--- config.mk ---
export PLATFORM = sky130hd
export DESIGN_NAME = act_pipe
export DESIGN_NICKNAME = d
export VERILOG_FILES = /design/src/rtl/act_pipe_pkg.sv /design/src/rtl/act_lane.sv /design/src/rtl/act_pipe.sv
export SDC_FILE = /design/constraint.sdc
export NUM_CORES = 2
export LEC_CHECK = 0
export CAP_MARGIN = 20
export CORE_ASPECT_RATIO = 0.5
export CORE_UTILIZATION = 30
export CTS_CLUSTER_DIAMETER = 40
export DETAILED_ROUTE_END_ITERATION = 12
export PLACE_DENSITY = 0.59
export SLEW_MARGIN = 20
export SYNTH_ARGS = -nofsm -noshare
export SYNTH_HDL_FRONTEND = slang
export SYNTH_HIERARCHICAL = 1
export SYNTH_SLANG_ARGS = --single-unit
--- constraint.sdc ---
create_clock -name clk -period 3 [get_ports clk]
set_clock_uncertainty 0.2 [all_clocks]
set_input_delay 0.6 -clock clk [delete_from_list [all_inputs] [get_ports clk]]
set_output_delay 0.6 -clock clk [all_outputs]
set_load 0.02 [all_outputs]
--- src/rtl/act_pipe_pkg.sv ---
// Shared definitions for the act_pipe activation pipeline: mode encodings and
// default lane geometry.
package act_pipe_pkg;

  localparam int ACT_CH_DEF = 8;
  localparam int ACT_DW_DEF = 32;
  localparam int ACT_SW_DEF = 5;

  typedef enum logic [1:0] {
    ACT_BYPASS = 2'b00,
    ACT_RELU   = 2'b01,
    ACT_LEAKY  = 2'b10,
    ACT_CLAMP  = 2'b11
  } act_mode_e;

  // Modes that force negative lanes to zero (these lanes feed the zero counter).
  function automatic logic mode_zeroes(input act_mode_e m);
    return (m == ACT_RELU) || (m == ACT_CLAMP);
  endfunction

endpackage

--- src/rtl/act_lane.sv ---
// One activation lane: pre-compare on the incoming beat (sign, above-clamp)
// and result selection on the registered beat. Purely combinational.
module act_lane
  import act_pipe_pkg::*;
#(
  parameter int DW = ACT_DW_DEF,
  parameter int SW = ACT_SW_DEF
) (
  input  logic [DW-1:0] pre_x,
  input  logic [DW-1:0] pre_clamp,
  output logic          pre_neg,
  output logic          pre_gt,
  input  logic [DW-1:0] x,
  input  logic          neg,
  input  logic          gt,
  input  act_mode_e     mode,
  input  logic [SW-1:0] leak_shift,
  input  logic [DW-1:0] clamp_max,
  output logic [DW-1:0] y
);

  assign pre_neg = pre_x[DW-1];
  // pre_clamp has its MSB cleared, so a signed compare is a plain magnitude test.
  assign pre_gt  = $signed(pre_x) > $signed(pre_clamp);

  always_comb begin
    y = x;
    case (mode)
      ACT_BYPASS: y = x;
      ACT_RELU:   if (neg) y = '0;
      ACT_LEAKY:  if (neg) y = $signed(x) >>> leak_shift;
      ACT_CLAMP: begin
        if (neg)     y = '0;
        else if (gt) y = clamp_max;
      end
      default:    y = x;
    endcase
  end

endmodule

--- src/rtl/act_pipe.sv ---
// Two-stage per-lane activation pipeline with valid/ready flow control.
// Optional feature: define ACT_ZERO_COUNT_EN to add the zero_cnt/cnt_clr counter.
module act_pipe
  import act_pipe_pkg::*;
#(
  parameter int CH = ACT_CH_DEF,
  parameter int DW = ACT_DW_DEF,
  parameter int SW = ACT_SW_DEF
) (
  input  logic           clk,
  input  logic           rst,
  input  logic           in_valid,
  output logic           in_ready,
  input  logic [CH*DW-1:0] in_data,
  input  logic [1:0]     mode,
  input  logic [SW-1:0]  leak_shift,
  input  logic [DW-1:0]  clamp_max,
  output logic           out_valid,
  input  logic           out_ready,
  output logic [CH*DW-1:0] out_data
`ifdef ACT_ZERO_COUNT_EN
  ,
  output logic [31:0]    zero_cnt,
  input  logic           cnt_clr
`endif
);

  // Handshakes: a beat transfers on a rising edge where valid && ready.
  // Valid never waits on ready; in_ready never looks at in_valid.
  logic             s1_valid, s2_valid;
  logic [CH*DW-1:0] s1_data, s2_data, lane_y;
  logic [CH-1:0]    s1_neg, s1_gt, pre_neg, pre_gt;
  act_mode_e        s1_mode;
  logic [SW-1:0]    s1_shift;
  logic [DW-1:0]    s1_clamp, clamp_eff;
  logic             s2_open, s1_fwd, in_fire;

  assign clamp_eff = clamp_max & {1'b0, {(DW-1){1'b1}}};
  assign s2_open   = !s2_valid || out_ready;
  assign s1_fwd    = s1_valid && s2_open;
  assign in_ready  = !s1_valid || s2_open;
  assign in_fire   = in_valid && in_ready;
  assign out_valid = s2_valid;
  assign out_data  = s2_data;

  for (genvar i = 0; i < CH; i++) begin : g_lane
    act_lane #(.DW(DW), .SW(SW)) u_lane (
      .pre_x      (in_data[i*DW +: DW]),
      .pre_clamp  (clamp_eff),
      .pre_neg    (pre_neg[i]),
      .pre_gt     (pre_gt[i]),
      .x          (s1_data[i*DW +: DW]),
      .neg        (s1_neg[i]),
      .gt         (s1_gt[i]),
      .mode       (s1_mode),
      .leak_shift (s1_shift),
      .clamp_max  (s1_clamp),
      .y          (lane_y[i*DW +: DW])
    );
  end

  always_ff @(posedge clk or negedge rst) begin
    if (!rst) begin
      s1_valid <= 1'b0;
      s1_data  <= '0;
      s1_neg   <= '0;
      s1_gt    <= '0;
      s1_mode  <= ACT_BYPASS;
      s1_shift <= '0;
      s1_clamp <= '0;
    end else begin
      if (in_ready) s1_valid <= in_valid;
      if (in_fire) begin
        s1_data  <= in_data;
        s1_neg   <= pre_neg;
        s1_gt    <= pre_gt;
        s1_mode  <= act_mode_e'(mode);
        s1_shift <= leak_shift;
        s1_clamp <= clamp_eff;
      end
    end
  end

  always_ff @(posedge clk or negedge rst) begin
    if (!rst) begin
      s2_valid <= 1'b0;
      s2_data  <= '0;
    end else begin
      if (s2_open) s2_valid <= s1_valid;
      if (s1_fwd)  s2_data  <= lane_y;
    end
  end

`ifdef ACT_ZERO_COUNT_EN
  localparam int ZW = $clog2(CH + 1);

  logic [ZW-1:0] s1_zeros, s2_zeros;
  logic [31:0]   zero_cnt_q;
  logic [32:0]   cnt_sum;

  always_comb begin
    s1_zeros = '0;
    if (mode_zeroes(s1_mode)) begin
      for (int i = 0; i < CH; i++) s1_zeros = s1_zeros + ZW'(s1_neg[i]);
    end
  end

  assign cnt_sum  = {1'b0, zero_cnt_q} + 33'(s2_zeros);
  assign zero_cnt = zero_cnt_q;

  // The count of a beat rides in S2 and is added only when that beat leaves.
  always_ff @(posedge clk or negedge rst) begin
    if (!rst) begin
      s2_zeros   <= '0;
      zero_cnt_q <= '0;
    end else begin
      if (s1_fwd) s2_zeros <= s1_zeros;
      if (cnt_clr)
        zero_cnt_q <= '0;
      else if (s2_valid && out_ready)
        zero_cnt_q <= cnt_sum[32] ? 32'hFFFF_FFFF : cnt_sum[31:0];
    end
  end
`endif

endmodule
==> flow_summary_export.csv <==
group,metric,value,unit
routing,wl_met3,28.6,mm
routing,wirelength,265,mm
run_status,status,"finished with violations",
setup_path,critical_path_class,"reg -> reg",
finish,final_cell_mix,"buf_4, dfrtp_1, clkdlybuf4s50_1",
setup_path,crit_path_max_fanout,8,
finish,areaGrowthSynthToFinish,38.6,%
clock_tree,cts-root-buf,"clkbuf_16",
global_route,grt_overflow,0,
place,dp_cells,8393,
global_route,grt_pass1_wl,372,mm
clock_tree,htreeDepth,3,
finish,multi_input_area,36100,um^2
logic_synthesis,avgSynthCellArea,10.5,um^2
die,core,174000,um^2
logic_synthesis,synth_top_area_share,27.0,%
timing,drv_slew,0,
clock_tree,cts_buffers,86,
place,place_congestion,1.03,
routing,drc_errors,0,
finish,drive_gt1_share,36.4,%
global_route,grt_pass1_vias,50500,
clock_tree,cts_buffer_depth,3,
timing,finalSetupViolations,71,
routing,ant_nets,0,
setup_path,cp_data_required_time,3410,ps
finish,final_area,73000,um^2
clock_tree,cts_sinks,568,
power_and_ir_drop,p_leak,30.6,nW
place,hpwlAfterDp,198,mm
routing,vias_per_cell,6.11,
die,start_util,30.3,%
die,std_cell_rows,108,
finish,layout.cells.non_filler,8683,
routing,wl_per_cell,30.6,um
die,die_w,594,um
logic_synthesis,async_reset_ff_share,100,%
logic_synthesis,yosys.area.top_type,"dfrtp_1",
setup_path,crit_start,"s1_shift[0]",
timing,fin_crit,3170,ps
global_route,track_usage,28.7,%
routing,topRoutingLayerUsed,"met5",
routing,drt-pass1-iter-count,6,
routing,vias,53100,
finish,seq_area,14200,um^2
timing,fmax,316,MHz
logic_synthesis,synthTopCellsByArea,"dfrtp_1, mux4_2, mux2_2",
logic_synthesis,ys_seq_area_share,27.0,%
finish,nets,6834,
power_and_ir_drop,power,51.8,mW
logic_synthesis,ys_ff_latch,568,
global_route,antenna_found_initial,25,
setup_path,r2r_cells,9,
setup_path,critPathCaptureType,"flop",
run_status,violations,"setup timing",
logic_synthesis,synthCells,5011,
timing,finalCritPeriodShare,106,%
setup_path,r2r-end,"out_data[163]",
logic_synthesis,syn_area,52700,um^2
clock_tree,clk_pin_slew,60,ps
die,die_height,298,um
place,dpl_cell_area,67000,um^2
place,dp_slack,-455,ps
power_and_ir_drop,irDropWorstVdd,0.440,mV
hold_path,min_path_type,"in -> async",
logic_synthesis,yosysWarnings,6,
logic_synthesis,synthDistinctLibCells,73,
timing,worstMarginPinSlew,1240,ps
timing,rsz0062_at_grt,"true",
die,io_pins,557,
finish,nFillCells,16500,
logic_synthesis,synthFlopType,"dfrtp_1",
finish,final_util,42.0,%
die,dieArea,177000,um^2
place,portBuffers,555,
setup_path,r2r_start,"s1_shift[0]",
timing,finalHoldViolCount,0,
setup_path,crit_arrival,3580,ps
setup_path,r2r_slack,-170,ps
clock_tree,cts_tree,"yes",
job,maxCapViolCount,0,
clock_tree,clk_latency,740,ps
global_route,grt_max_degree,82,
routing,wl_met1,98.3,mm
timing,fin_ws,-168,ps
finish,final_common_cell,"buf_4",
timing,max_slew_margin,17.3,%
routing,drt-initial-drc-count,6958,
power_and_ir_drop,powerDensity,710,nW/um^2
setup_path,cp-start-kind,"flop",
logic_synthesis,synth_edf_count,0,
routing,route.met2.wl,114,mm
## critical path, stage by stage, from the launching register on
cell and delay (ps):
dfrtp_4 410, buf_12 190, buf_16 210, mux4_2 620, and3_4 210, a211o_1 280, a2111oi_4 360, buf_4 200
a211oi_4 50, mux2_4 280
## registers in the layout (all words and copies together) (netlist names)
| signal | flops |
|---|---|
| out_data | 256 |
| s1_data | 256 |
| s1_clamp | 31 |
| s1_gt | 8 |
| s1_neg | 8 |
| s1_shift | 5 |
| s1_mode | 2 |
| out_valid | 1 |
| s1_valid | 1 |
## layer usage
layer	vias to the layer above	global-route usage, %
met1	26500	35.5
met2	3514	42.6
met5	-	0
met3	925	7.59
li1	22100	-
met4	12	22.3
## final cells by class
| type | instances | share of cell area (%) |
|---|---|---|
| timing repair buffer | 1587 | 21.1 |
| clock inverter | 71 | 1.22 |
| clock buffer | 90 | 3.01 |
| tap | 2310 | 3.96 |
| antenna | 21 | 0.0720 |
| sequential | 568 | 19.5 |
| inverter | 320 | 1.65 |
| multi-input combinational | 3716 | 49.4 |
## worst max-delay path by stage
stage	end	slack, ps	cells after the start
2_1_floorplan	out_data[11]	50	7
3_3_place_gp	s1_gt[6]	-400	10
3_5_place_dp	s1_gt[0]	-460	10
4_1_cts	out_data[166]	-160	11
5_1_grt	out_data[49]	-170	9
6_report	out_data[163]	-170	9
## cell usage after synthesis (28+ instances only)
cell / number
a21o_1: 36
a221oi_1: 36
nor3_1: 64
nand4_1: 56
a211oi_1: 88
o2bb2ai_1: 44
o221ai_1: 152
o21ai_0: 140
o22ai_1: 52
nor2b_1: 64
buf_4: 45
clkbuf_1: 200
o21a_1: 40
nor2_1: 308
mux2_2: 535
o211ai_1: 60
buf_6: 68
inv_1: 296
mux2_1: 119
buf_2: 62
nand2b_1: 35
nand3_1: 80
a21oi_1: 276
ha_1: 256
mux2i_1: 252
nand2_1: 220
a31oi_1: 28
a22oi_1: 44
a221o_1: 28
mux4_2: 328
mux4_1: 40
dfrtp_1: 568
buf_1: 36
## per-stage QoR
step	hold WS (ps)	TNS, ps
finish	265	-3790
global route	274	-6450
CTS	229	-3740
detailed placement	282	-11300
global placement	276	-10110
floorplan	104	0
## kinds of logic after synthesis
kind of cell	count (synthesis)	synth area share [%]
AOI/OAI and AO/OA	1224	16.5
adders and majority gates	256	6.08
buffers and inverters	742	6.91
DFF	568	27.0
muxes	1274	34.8
other	1	0.00712
and+or+nand+nor	946	8.68
## timing repair
| item | 4_1_cts | 5_1_grt |
|---|---|---|
| hold buffers | 1 | 0 |
| buffers inserted | 43 | 61 |
| setup endpoints to repair | 101 | 143 |
| resized for setup | 229 | 227 |
| gates cloned | 8 | 8 |
| pin swaps | 43 | 61 |
| hold endpoints to repair | 34 | 0 |
## report_power, final
group          internal, mW  leakage (nW)  switching (mW)
logic                  13.8          22.4            14.6
registers              9.73          6.76            2.87
clock network          6.27          1.47            4.56
total                  29.8          30.6            22.0
(Power assumes the default switching activity.)
